### src/rtl/uart_tx_ctrl.sv
// UART transmit frame sequencer: accepts a byte, launches the external serializer and
// selects the line level (start, data, parity, stop) for each one-cycle bit period.

module uart_tx_ctrl_chk (
    input logic clk,
    input logic rst,
    input logic busy,
    input logic ser_en,
    input logic tx_out,
    input logic frame_done
);
    // A load strobe can only come from an idle sequencer.
    a_accept_idle: assert property (@(posedge clk) disable iff (rst) ser_en |-> !busy);
    a_done_in_stop: assert property (@(posedge clk) disable iff (rst) frame_done |-> (busy && tx_out));
    a_low_only_busy: assert property (@(posedge clk) disable iff (rst) !tx_out |-> busy);
    a_reset_idle: assert property (@(posedge clk) rst |=> (!busy && tx_out));
endmodule

module uart_tx_ctrl #(
    parameter int DATA_WIDTH = 8
) (
    input  logic                  CLK,
    input  logic                  RST,
    input  logic [DATA_WIDTH-1:0] P_DATA,
    input  logic                  Data_Valid,
    input  logic                  PAR_EN,
    input  logic                  PAR_TYP,
    input  logic                  ser_done,
    input  logic                  ser_data,
    output logic                  ser_en,
    output logic                  TX_OUT,
    output logic                  busy,
    output logic                  frame_done
);

    typedef enum logic [2:0] {
        ST_IDLE   = 3'd0,
        ST_START  = 3'd1,
        ST_DATA   = 3'd2,
        ST_PARITY = 3'd3,
        ST_STOP   = 3'd4
    } state_t;

    state_t state_r;
    state_t state_nxt_s;
    logic   par_bit_r;
    logic   par_en_r;
    logic   accept_s;

    function automatic logic parity_of(input logic [DATA_WIDTH-1:0] data, input logic odd);
        return (^data) ^ odd;
    endfunction

    // State register plus the per-frame settings captured at accept time.
    always_ff @(posedge CLK) begin
        if (RST) begin
            state_r   <= ST_IDLE;
            par_bit_r <= 1'b0;
            par_en_r  <= 1'b0;
        end else begin
            state_r <= state_nxt_s;
            if (accept_s) begin
                par_bit_r <= parity_of(P_DATA, PAR_TYP);
                par_en_r  <= PAR_EN;
            end else begin
                par_bit_r <= par_bit_r;
                par_en_r  <= par_en_r;
            end
        end
    end

    // Next-state and line-level selection; unused encodings fall back to IDLE.
    always_comb begin
        state_nxt_s = state_r;
        accept_s    = 1'b0;
        ser_en      = 1'b0;
        TX_OUT      = 1'b1;
        busy        = 1'b0;
        frame_done  = 1'b0;
        case (state_r)
            ST_IDLE: begin
                // Reset masks the strobe so no serializer load escapes during reset.
                accept_s = Data_Valid & ~RST;
                ser_en   = accept_s;
                if (Data_Valid) begin
                    state_nxt_s = ST_START;
                end else begin
                    state_nxt_s = ST_IDLE;
                end
            end
            ST_START: begin
                TX_OUT      = 1'b0;
                busy        = 1'b1;
                state_nxt_s = ST_DATA;
            end
            ST_DATA: begin
                TX_OUT = ser_data;
                busy   = 1'b1;
                if (!ser_done) begin
                    state_nxt_s = ST_DATA;
                end else if (par_en_r) begin
                    state_nxt_s = ST_PARITY;
                end else begin
                    state_nxt_s = ST_STOP;
                end
            end
            ST_PARITY: begin
                TX_OUT      = par_bit_r;
                busy        = 1'b1;
                state_nxt_s = ST_STOP;
            end
            ST_STOP: begin
                TX_OUT      = 1'b1;
                busy        = 1'b1;
                frame_done  = 1'b1;
                state_nxt_s = ST_IDLE;
            end
            default: begin
                state_nxt_s = ST_IDLE;
            end
        endcase
    end

    uart_tx_ctrl_chk u_chk (
        .clk        (CLK),
        .rst        (RST),
        .busy       (busy),
        .ser_en     (ser_en),
        .tx_out     (TX_OUT),
        .frame_done (frame_done)
    );

endmodule
### config.mk
export PLATFORM = sky130hd
export DESIGN_NAME = uart_tx_ctrl
export DESIGN_NICKNAME = d
export VERILOG_FILES = /design/src/rtl/uart_tx_ctrl.sv
export SDC_FILE = /design/constraint.sdc
export NUM_CORES = 1
export LEC_CHECK = 0
export CAP_MARGIN = 30
export CORE_AREA = 2 2 39 41
export DETAILED_ROUTE_END_ITERATION = 16
export DIE_AREA = 0 0 41 43
export PLACE_DENSITY_LB_ADDON = 0.2
export REMOVE_ABC_BUFFERS = 1
export SLEW_MARGIN = 25
export SYNTH_ARGS = -nofsm -noshare
export SYNTH_HDL_FRONTEND = slang
export SYNTH_HIERARCHICAL = 1
export SYNTH_SLANG_ARGS = --single-unit
### constraint.sdc
create_clock -name CLK -period 1.6 [get_ports CLK]
set_clock_uncertainty 0.1 [all_clocks]
set_input_delay 0.32 -clock CLK [delete_from_list [all_inputs] [get_ports CLK]]
set_output_delay 0.32 -clock CLK [all_outputs]
set_load 0.02 [all_outputs]
After elaboration in Yosys (flattened, before gate mapping)
Cells that the tools add are included.
Cells by class
  equality and inequality tests: 4
  mux-type cells: 8
  bitwise gates (word level): 3
  reductions and logical operators: 3
Operators by type and width (number)
  3-bit case mux with 4 select lines: 1
  8-bit parity: 1
  3-bit by 2-bit equality test with 1-bit output (second input constant): 2
  3-bit two-way mux: 2
  1-bit two-way mux: 4
  4-bit OR reduction: 1
  3-bit by 1-bit equality test with 1-bit output (second input constant): 1
  3-bit equality test (second input constant): 1
  3-bit logical NOT: 1
  1-bit case mux with 3 select lines: 1
  1-bit bitwise AND: 1
  1-bit NOT: 1
  1-bit bitwise XOR: 1
Storage, ports and cells
  register bits: 5
  logic and storage cells: 21

Longest topological paths before layout
Gate-level depths: netlist of the first run.
  depth after elaboration: 3
  gate-level depth with buffers: 4
  gate-level depth less buffers: 4

Least setup slack after synthesis of the first run
Ideal clock, no wire load.
  path type: reg-to-output
  start point: register state_r[2]
  end point: output ser_en
  data arrival time: 1.102 ns
  path slack: 0.078 ns
  stages on the path, launching flop included: 3
  path buffers: 0
  cells stage by stage: dfxtp_1 -> or4b_4 -> nor2_4
On the way
  longest elaborated chain between the ends: 2
RTL lines
  start, declared: line 44  | state_t state_r;
  start signal, assigned: line 61  | state_r <= state_nxt_s;
  3-bit logical NOT: line 80  | case (state_r)
  1-bit two-way mux: line 80
  end, declared: line 30  | output logic ser_en,
No other way between the ends.

Final worst setup path of the first run
  start point: register state_r[0]
  end point: output ser_en
Same word-level chain as after synthesis.

==> results of run 1 <==
-- what timing repair did --
action                     4_1_cts  5_1_grt
resized for setup               30        6
setup endpoints to repair        4        3
setup buffers                    2        0
pin swaps                        4        4
-- state kept, by name (all words and copies together) (netlist names) --
signal	flops
par_en_r	1
state_r	3
par_bit_r	1
-- stage by stage --
step	worst slack (ns)	total power [mW]	setup TNS [ns]	utilization (%)	cells
2_1_floorplan	0.0781	0.227	0	-	36
3_3_place_gp	-0.811	0.307	-2.21	42.3	77
3_5_place_dp	-0.818	0.309	-2.29	42.3	77
4_1_cts	-0.188	0.469	-0.245	46.1	83
5_1_grt	-0.193	0.491	-0.280	47.6	83
6_report	-0.144	0.462	-0.185	47.6	83
-- synth_stat cells --
master / number / area [um^2]
nor3_1: 1 / 5.00
xnor2_1: 4 / 35.0
nand2_1: 1 / 3.75
xnor3_1: 1 / 22.5
a22oi_1: 1 / 7.51
dfxtp_1: 5 / 100
nand2_2: 1 / 6.26
a211oi_1: 1 / 7.51
or4b_4: 1 / 13.8
nor2_1: 4 / 15.0
nor2_4: 1 / 11.3
nand2b_1: 1 / 6.26
a21oi_1: 1 / 5.00
nand3b_1: 2 / 15.0
and2_2: 1 / 7.51
o211ai_2: 1 / 12.5
inv_1: 3 / 11.3
mux2i_1: 1 / 10.0
nand3_1: 1 / 5.00
a2111oi_0: 1 / 8.76
xor2_1: 2 / 17.5
or2_2: 1 / 6.26
-- routing by layer --
metal / global-route usage [%] / up-vias / share of wire, %
met5: 0 / - / 0
met4: 10.0 / 0 / 0
met3: 2.09 / 0 / 9.1
met2: 15.0 / 12 / 46
met1: 11.9 / 147 / 45
li1: - / 187 / -
-- logic make-up (layout without fill, tap and decap cells) --
logic type	count (synthesis)	in the layout	synth area share [%]
simple gates	15	15	28.6
xor+xnor	7	7	22.6
compound gates	5	5	12.4
flops	5	5	30.1
buf+inv	3	34	3.38
mux	1	1	3.01
-- critical path, cell delays in order (launching register included) --
cell and delay (ns):
dfxtp_1 0.30, or4b_4 0.55, nor2_4 0.11, buf_6 0.12
-- layout make-up --
type | instances | area (um^2) | area share (%)
clock buffer | 4 | 26.3 | 3.99
inverter | 3 | 13.8 | 2.09
multi-input combinational | 28 | 246 | 37.5
sequential | 5 | 101 | 15.4
tap | 16 | 20.0 | 3.04
timing repair buffer | 27 | 250 | 38.0
-- report_power, final --
group	total (mW)	internal (mW)	switching, mW
Combinational	0.178	0.108	0.0701
Clock	0.142	0.0941	0.0478
Sequential	0.142	0.136	0.00600
Total	0.462	0.338	0.124
-- path summary, 6_finish.rpt --
kind / start / end / slack, ns
setup / recovery: state_r[0] / ser_en / -0.14
setup reg to reg: state_r[0] / par_bit_r / 0.18
hold / removal: par_en_r / state_r[0] / 0.39
hold reg to reg: par_en_r / state_r[0] / 0.39
==> impl_metrics.ini, run 1 <==
[status]
status = finished, violations left
violations = setup timing

[placement]
globalplace.congestion = 0.716
portBuffers = 18
dpl-instance-area_um2 = 586

[cts]
htree_levels = 1
cts-hold-fix-buffers = 0
cts_tree = built
numCtsBuffers = 3
clock-sinks = 5
clkTransAtPathRegs_ns = 0.04
clock-root-buffer = clkbuf_4
insertion_delay_ns = 0.24
clk_path_buf_depth = 2

[finish]
drive_above_1_share_pct = 43.3
layout_common_cells = 10 x clkdlybuf4s50_1, 8 x buf_4, 4 x dfxtp_1
num_antenna_cells = 0
fillers = 146
finalNetCount = 83
synthToLayoutAreaGrowth_pct = 97.7
final_common_cell = clkdlybuf4s50_1
postLayoutCellArea_um2 = 658

[setup_path]
r2r_cells = 5
critPathMaxFanout = 2
cp.required_ns = 1.18
worstPathArrival_ns = 1.32
start_kind = flop
end_kind = output pin
crit_type = flop to output pin

[detailed_routing]
drt-total-wl_um = 749
drtAntennaViolNets = 0
drt_iter0_markers = 1
via_per_inst = 4.17
drt_drc_violations_left = 0
wire_per_inst_um = 9.02
dr.pass1.iters = 4
vias = 346

[grt]
antenna_found_initial = 0
grt_pass1_wl_um = 1240
grt_max_degree = 7
gr-total-overflow = 0
grt_pass1_vias = 324
grtUsageTotal_pct = 10.4

[die]
dieHeight_um = 43
fp.dieW_um = 41
die_area_um2 = 1760
start_util_pct = 24.1
io_pins = 19
fp.coreArea_um2 = 1380
row_count = 14

[yosys]
syn_avg_cell_area_um2 = 9.24
synthesis.instances = 36
ys_warn_count = 6
seq_area_frac_synth_pct = 30.1
ys_ff_latch = 5
netlist-cell-type-count = 22
synth_area_um2 = 333

[sta]
fin_hold_ws_ns = 0.392
setup_ws_ns = -0.144
finalSetupViolCount = 2
worst_pin_slew_ns = 0.334
fin_crit_ns = 1.74
drv_slew = 0
timing.fmax_ghz = 0.573
rsz0062_at_grt = true
fin_crit_sh_pct = 109
hold_viol_final = 0
max-slew-margin-rel_pct = 77.1

[pwr]
max-vdd-ir-drop_uv = 323
power.leakage_nw = 0.310
power.density_nw_per_um2 = 702

[run]
max-cap-violations = 0

[worst_hold_path]
whs_path_depth = 2
min_path_type = flop to flop
Note: power is estimated with default switching activity, not from simulation.
==> run 2, diff against run 1 <==
--- a/config.mk
+++ b/config.mk
@@ -6,9 +6,11 @@
 export NUM_CORES = 1
 export LEC_CHECK = 0
 export CAP_MARGIN = 30
-export CORE_AREA = 2 2 39 41
+export CELL_PAD_IN_SITES_DETAIL_PLACEMENT = 0
+export CELL_PAD_IN_SITES_GLOBAL_PLACEMENT = 1
+export CORE_MARGIN = 2
+export CORE_UTILIZATION = 24
 export DETAILED_ROUTE_END_ITERATION = 16
-export DIE_AREA = 0 0 41 43
 export PLACE_DENSITY_LB_ADDON = 0.2
 export REMOVE_ABC_BUFFERS = 1
 export SLEW_MARGIN = 25
==> constraint.sdc (replaced) <==
create_clock -name CLK -period 1.6 [get_ports CLK]
set_clock_uncertainty 0.1 [all_clocks]
set_input_delay 0.4 -clock CLK [delete_from_list [all_inputs] [get_ports CLK]]
set_output_delay 0.4 -clock CLK [all_outputs]
set_load 0.02 [all_outputs]
==> impl_metrics.ini, run 2 (synthesis gave the netlist of run 1 again) <==
[finish]
layout_common_cells = 14 x buf_4, 8 x clkdlybuf4s50_1, 6 x buf_6
synthToLayoutAreaGrowth_pct = 129
largestRegisters = state_r (3), par_bit_r (1), par_en_r (1)
largest_reg_flops = 3
final_common_cell = buf_4
final_util_pct = 58.5
finalNetCount = 90
num_antenna_cells = 0
postLayoutCellArea_um2 = 761
top_register = state_r
drive_above_1_share_pct = 56.8
fillers = 133

[cts]
clkTransAtPathRegs_ns = 0.04
htree_levels = 1
clock-root-buffer = clkbuf_4
clock-sinks = 5
cts-hold-fix-buffers = 0
numCtsBuffers = 3
clk_path_buf_depth = 2
cts_tree = built
insertion_delay_ns = 0.24

[grt]
grt_pass1_vias = 378
antenna_found_initial = 0
gr-total-overflow = 0
grt_pass1_wl_um = 1340
grt_max_degree = 7
grtUsageTotal_pct = 12.7

[die]
fp.dieW_um = 41.2
io_pins = 19
fp.coreArea_um2 = 1300
row_count = 13
start_util_pct = 25.6
die_area_um2 = 1700
dieHeight_um = 41.2

[pwr]
power.density_nw_per_um2 = 657
power.leakage_nw = 0.358
max-vdd-ir-drop_uv = 437

[detailed_routing]
wire_per_inst_um = 11.2
drt-total-wl_um = 994
drt_drc_violations_left = 0
drt_iter0_markers = 0
drtAntennaViolNets = 0
dr.pass1.iters = 1
vias = 395
via_per_inst = 4.44

[setup_path]
start_kind = flop
worstPathArrival_ns = 1.35
crit_type = flop to output pin
r2r_cells = 10
r2r_start = state_r[1]
ff2ff_setup_slack_ns = 0.03
cp.required_ns = 1.10
critPathMaxFanout = 3
r2r_end = state_r[1]
end_kind = output pin
worstSetupStartpoint = state_r[2]

[sta]
setup_ws_ns = -0.255
finalSetupViolCount = 4
fin_crit_sh_pct = 116
timing.fmax_ghz = 0.539
worst_pin_slew_ns = 0.317
drv_slew = 0
rsz0062_at_grt = true
fin_crit_ns = 1.85
max-slew-margin-rel_pct = 78.3
hold_viol_final = 0

[status]
violations = setup timing
status = finished, violations left

[worst_hold_path]
whs_path_depth = 2
hold_start = par_en_r
whs_endpoint = state_r[0]
min_path_type = flop to flop

[placement]
globalplace.congestion = 0.722
pre_cts_slack_ns = -0.969
portBuffers = 18
dp_hpwl_um = 594
dpl-instance-area_um2 = 584

[run]
max-cap-violations = 0
run 2: timing repair:
| item | 4_1_cts | 5_1_grt |
|---|---|---|
| endpoints found under the hold margin | 0 | 0 |
| setup endpoints to repair | 7 | 7 |
| resized for setup | 43 | 9 |
| pin swaps | 8 | 8 |
| buffers inserted | 9 | 4 |
run 2: per-stage QoR:
stage	power (mW)	instances	hold WS [ns]	TNS [ns]
detailed placement	0.309	76	0.390	-3.00
CTS	0.490	87	0.385	-0.806
finish	0.500	89	0.403	-0.501
floorplan	0.227	36	0.355	-0.00190
global route	0.531	89	0.409	-0.735
global placement	0.308	76	0.379	-3.00
run 2: cell type report:
| type | instances | area, um^2 | area share [%] |
|---|---|---|---|
| multi-input combinational | 28 | 287 | 37.7 |
| clock buffer | 4 | 26.3 | 3.45 |
| inverter | 3 | 13.8 | 1.81 |
| tap | 15 | 18.8 | 2.47 |
| sequential | 5 | 103 | 13.5 |
| timing repair buffer | 34 | 313 | 41.1 |
run 2: routing by layer:
| layer | GRT usage (%) | vias to the layer above | part of all wire (%) |
|---|---|---|---|
| li1 | - | 202 | - |
| met1 | 11.3 | 179 | 34 |
| met2 | 24.6 | 14 | 58 |
| met3 | 2.17 | 0 | 8.2 |
| met4 | 9.68 | 0 | 0 |
| met5 | 0 | - | 0 |
run 2: power breakdown:
part	total, mW	leakage (nW)	switching, mW	internal (mW)
Combinational	0.215	0.301	0.0842	0.131
Sequential	0.143	0.0419	0.00686	0.136
Clock	0.141	0.0150	0.0474	0.0940
run 2: worst max-delay path: stages (launching register included):
cell and delay [ns]:
dfxtp_2 0.31, or4b_4 0.55, nor2_4 0.13, buf_6 0.13
run 2: worst max-delay path by stage:
stage,end,slack [ns]
finish,ser_en,-0.25
CTS,ser_en,-0.30
detailed placement,ser_en,-0.97
global placement,ser_en,-0.97
global route,ser_en,-0.29
floorplan,ser_en,-0.002
==> run 3, diff against run 2 <==
--- a/config.mk
+++ b/config.mk
@@ -11,6 +11,7 @@
 export CORE_MARGIN = 2
 export CORE_UTILIZATION = 24
 export DETAILED_ROUTE_END_ITERATION = 16
+export GPL_ROUTABILITY_DRIVEN = 0
 export PLACE_DENSITY_LB_ADDON = 0.2
 export REMOVE_ABC_BUFFERS = 1
 export SLEW_MARGIN = 25
==> results of run 3 <==
The final DEF is identical to that of run 2; final timing and power are the same.
